--- config.mk ---
export PLATFORM = sky130hd
export DESIGN_NAME = md_unit
export DESIGN_NICKNAME = d
export VERILOG_FILES = /design/src/rtl/md_unit.sv
export SDC_FILE = /design/constraint.sdc
export NUM_CORES = 2
export LEC_CHECK = 0
export ABC_AREA = 1
export CAP_MARGIN = 10
export CORE_ASPECT_RATIO = 2
export CORE_MARGIN = 2
export CORE_UTILIZATION = 50
export DETAILED_ROUTE_END_ITERATION = 7
export GPL_TIMING_DRIVEN = 0
export PLACE_DENSITY = 0.7
export SLEW_MARGIN = 10
export SYNTH_ARGS = -nofsm -noshare
export SYNTH_HDL_FRONTEND = slang
export SYNTH_SLANG_ARGS = --single-unit
--- constraint.sdc ---
create_clock -name clk -period 7.2 [get_ports clk]
set_input_delay 1.08 -clock clk [delete_from_list [all_inputs] [get_ports clk]]
set_output_delay 1.08 -clock clk [all_outputs]
set_load 0.005 [all_outputs]
--- src/rtl/md_unit.sv ---
// md_unit: multi-cycle multiply/divide unit with HI/LO registers.
// Ports: clk, reset (async, active-high), start/md_op/A/B launch an op,
//   hilo_we/hilo_sel write A to HI or LO when idle, busy flags a running op,
//   HI/LO expose the registers, out = hilo_sel ? LO : HI (combinational).
// Build option: define MD_UNIT_DIV_EN to enable DIV/DIVU; otherwise a
//   divide start is a no-op. Multiply timing/results are the same either way.
module md_unit (
    input  logic        clk,
    input  logic        reset,
    input  logic        start,
    input  logic [1:0]  md_op,
    input  logic [31:0] A,
    input  logic [31:0] B,
    input  logic        hilo_we,
    input  logic        hilo_sel,
    output logic        busy,
    output logic [31:0] HI,
    output logic [31:0] LO,
    output logic [31:0] out
);
    typedef enum logic {IDLE, RUN} state_t;

    state_t      state, state_nx;
    logic [3:0]  cnt, cnt_nx;
    logic [31:0] a_q, b_q;
    logic [1:0]  op_q;
    logic        op_ok, accept, done, wr_dir;
    logic [63:0] ax, bx, prod;
    logic [31:0] res_hi, res_lo;
    logic        res_we;

`ifdef MD_UNIT_DIV_EN
    assign op_ok = 1'b1;
`else
    assign op_ok = ~md_op[1];
`endif

    // state register, counter and operand latch
    always_ff @(posedge clk or posedge reset) begin
        if (reset) begin
            state <= IDLE;
            cnt   <= 4'd0;
            a_q   <= 32'd0;
            b_q   <= 32'd0;
            op_q  <= 2'd0;
        end else begin
            state <= state_nx;
            cnt   <= cnt_nx;
            if (accept) begin
                a_q  <= A;
                b_q  <= B;
                op_q <= md_op;
            end
        end
    end

    // next-state: counter is loaded with N-1 so completion lands on edge k+N
    always_comb begin
        state_nx = state;
        cnt_nx   = cnt;
        unique case (state)
            IDLE: begin
                if (start && op_ok) begin
                    state_nx = RUN;
                    cnt_nx   = md_op[1] ? 4'd9 : 4'd4;
                end
            end
            RUN: begin
                if (cnt == 4'd0) state_nx = IDLE;
                else             cnt_nx   = cnt - 4'd1;
            end
            default: state_nx = IDLE;
        endcase
    end

    // outputs; a start that is accepted takes priority over a direct write
    always_comb begin
        busy   = (state == RUN);
        accept = (state == IDLE) && start && op_ok;
        done   = (state == RUN) && (cnt == 4'd0);
        wr_dir = (state == IDLE) && hilo_we && !accept;
    end

    // one 64-bit multiplier; signed ops sign-extend, unsigned zero-extend
    assign ax   = {{32{~op_q[0] & a_q[31]}}, a_q};
    assign bx   = {{32{~op_q[0] & b_q[31]}}, b_q};
    assign prod = ax * bx;

`ifdef MD_UNIT_DIV_EN
    logic        a_neg, b_neg;
    logic [31:0] a_mag, b_mag, q_mag, r_mag, q_s, r_s;

    // divide on magnitudes, then fix signs: quotient truncates toward
    // zero, remainder follows the dividend. 0x80000000/-1 falls out
    // naturally as 0x80000000 remainder 0.
    assign a_neg = ~op_q[0] & a_q[31];
    assign b_neg = ~op_q[0] & b_q[31];
    assign a_mag = a_neg ? -a_q : a_q;
    assign b_mag = b_neg ? -b_q : b_q;
    assign q_mag = a_mag / b_mag;
    assign r_mag = a_mag % b_mag;
    assign q_s   = (a_neg ^ b_neg) ? -q_mag : q_mag;
    assign r_s   = a_neg ? -r_mag : r_mag;

    assign res_hi = op_q[1] ? r_s : prod[63:32];
    assign res_lo = op_q[1] ? q_s : prod[31:0];
    // divide by zero leaves HI/LO untouched
    assign res_we = ~op_q[1] | (b_q != 32'd0);
`else
    assign res_hi = prod[63:32];
    assign res_lo = prod[31:0];
    assign res_we = ~op_q[1];
`endif

    always_ff @(posedge clk or posedge reset) begin
        if (reset) begin
            HI <= 32'd0;
            LO <= 32'd0;
        end else if (done) begin
            if (res_we) begin
                HI <= res_hi;
                LO <= res_lo;
            end
        end else if (wr_dir) begin
            if (hilo_sel) LO <= A;
            else          HI <= A;
        end
    end

    assign out = hilo_sel ? LO : HI;
endmodule

==> reports/metrics.csv <==
metric,value,unit
drive_above_1_share,0.166,
critPathSlowestCell,fa_2,
status,"finished, violations left",
finClkSkew,0.0216,ns
cts_made_buffers,17,
maxSlewViolCount,0,
dp_hpwl,159000,microns
track_usage,0.424,
holdBufCountCts,0,
antenna_left,0,
cts_tree,done,
cap_violations,0,
async_flop_share,1.00,
yosysUniqueCellTypes,37,
setup.worst_path.class,reg -> reg,
violations,setup timing,
io_pins,168,
ctsRootBufferMaster,clkbuf_16,
synth-xor-area-share,0.00228,
max_freq,134,MHz
syn_area,0.0460,sq mm
dieArea,0.0947,sq mm
routabilityCongestion,1.08,
grt_pass1_vias,43689,
synth.area.mux_share,0,
die_w,219,microns
routed_wl,194000,microns
slowest_delay,0.70,ns
avgSynthCellArea,7.83,sq um
grt_pass1_wl,281000,microns
worst_pin_slew,1.25,ns
period_needed,7.48,ns
ys_warn_count,0,
grt_setup_unrepaired,true,
path_max_fanout,10,
grt_max_degree,87,
post_drt_via_cell_ratio,5.53,
worstPathRequired,7.58,ns
startpoint_type,register,
hp-class,reg -> reg,
syn_nets,7290,
netlist_instances,5880,
synthAdderAreaFrac,0.547,
portBuffers,166,
layout_commonest_cell,nand2_1,
clock_sinks,135,
wire_per_inst,26.3,microns
antenna_found_initial,8,
hold_viol_final,0,
cts_buffer_depth,2,
grt_overflow,0,
htreeDepth,4,
final_cell_mix,"nand2_1 (1647), inv_1 (1594), fa_1 (1089), ha_1 (169), buf_4 (168)",
clk_latency,0.50,ns
synth-main-ff-cell,dfrtp_1,
yosysSeqAreaShare,0.0734,
synth-edff-count,0,
area.growth.synth_to_final,20.0,%
synth_compound_area_frac,0.0280,
ys_ff_latch,135,
die_y,433,microns
finalCritPeriodShare,1.04,
initial_utilization,0.504,
post-route-drc-count,0,
synth_simple_gate_area_frac,0.189,
arrival,7.86,ns
instances_no_fill,7383,
clk_pin_slew,0.07,ns
crit_top_cell,fa_1,
slew_headroom,0.168,
finalSetupViolCount,24,
design.core.area,0.0913,sq mm
synth_top_family_by_area,adder cells,
drt_iter0_markers,3278,
drt_pass1_iterations,6,
row_count,157,
nNetsFinal,7582,
utilization,0.605,
fin_ws,-0.285,ns
vias,40826,
end_kind,register,
dp_cells,7239,
-- cell type report --
cell class	instances	area, sq um
diodes	6	15.0
fillers	8102	36100
clock inverters	14	155
multi-input cells	3792	38100
repair buffers	340	3170
well taps	1192	1490
inverters	1650	6230
clock buffers	18	429
flip-flops and latches	135	3520
plain buffers	236	2130
-- through the flow --
step,hold WS [ns],instance area (sq um),TNS (ns),worst slack (ns)
2_1_floorplan,0.460,46000,0,0.0208
3_3_place_gp,0.495,49200,-76.07,-2.44
3_5_place_dp,0.505,49200,-76.29,-2.51
4_1_cts,0.515,53500,-1.81,-0.173
5_1_grt,0.542,55200,-7.56,-0.373
6_report,0.515,55200,-4.20,-0.285
-- per-layer routing --
layer  vias to the layer above  global-route usage  wire, microns
met3                       886              0.0796          15900
li1                      17073                   -              -
met4                         4               0.443          26000
met1                     20647               0.439          58800
met2                      2216               0.696          93200
met5                         -                   0             50
-- worst max-delay path, delay by kind of cell (launching register included) --
kind / cells / cell delay, ns
DFF: 1 / 0.46
AOI/OAI and AO/OA: 4 / 0.66
adders and majority gates: 9 / 4.35
buffers and inverters: 7 / 1.12
and+or+nand+nor: 7 / 0.77
-- cell usage after synthesis (2+ instances only) --
master	n	area (sq um)
or2_1	3	18.8
nand2_2	11	68.8
xor2_1	7	61.3
o21ai_1	13	65.1
fa_1	1125	22500
buf_1	5	18.8
nor3_2	2	20.0
a21oi_1	110	551
o21ai_0	44	220
xnor2_1	5	43.8
o21ai_2	2	17.5
dfrtp_1	135	3380
nand4_1	21	131
inv_1	1644	6170
nor4_1	3	18.8
a21o_1	3	22.5
or2_2	5	31.3
o21bai_1	10	75.1
nor3_1	4	20.0
nor2_2	16	100
buf_2	21	105
nand3_2	10	100
nand3_1	120	601
clkbuf_1	276	1040
ha_1	214	2680
nand2_1	1760	6610
a21oi_2	7	61.3
a31oi_1	39	244
inv_2	5	18.8
a21boi_0	2	15.0
nand3b_1	7	52.6
nor2_1	246	923
-- flip-flops by register name (all words and copies together) (netlist names) --
| name | count |
|---|---|
| b_q | 32 |
| a_q | 32 |
| busy | 1 |
| cnt | 4 |
| LO | 32 |
| op_q | 2 |
| HI | 32 |
-- cells by family after synthesis --
| logic type | after synthesis |
|---|---|
| and+or+nand+nor | 2209 |
| buffers and inverters | 1953 |
| adders and majority gates | 1339 |
| AOI/OAI and AO/OA | 232 |
| DFF | 135 |
| xor gates and xnor gates | 12 |
-- final timing paths --
check / cells after the start / endpoint / from / slack [ns]
setup / recovery: 27 / HI[31]$_DFFE_PP0P_ / op_q[0]$_DFFE_PP0P_ / -0.28
hold / removal: 1 / cnt[0]$_DFFE_PP0P_ / cnt[0]$_DFFE_PP0P_ / 0.51
setup reg to reg: 27 / HI[31]$_DFFE_PP0P_ / op_q[0]$_DFFE_PP0P_ / -0.28
hold reg to reg: 1 / cnt[0]$_DFFE_PP0P_ / cnt[0]$_DFFE_PP0P_ / 0.51
max in group asynchronous: 3 / b_q[26]$_DFFE_PP0P_ / reset / 5.36
min in group asynchronous: 2 / busy$_DFF_PP0_ / reset / 0.99
-- what timing repair did --
action / 4_1_cts / 5_1_grt
gates cloned: 0 / 2
gates resized for setup: 957 / 363
pin swaps: 118 / 122
setup buffers: 117 / 55
endpoints found under the setup margin: 53 / 45
hold endpoints to repair: 0 / 0
Power is left out: the tool's default activity adds up to more than one toggle a clock period on the data nets, which glitch-free logic cannot reach.
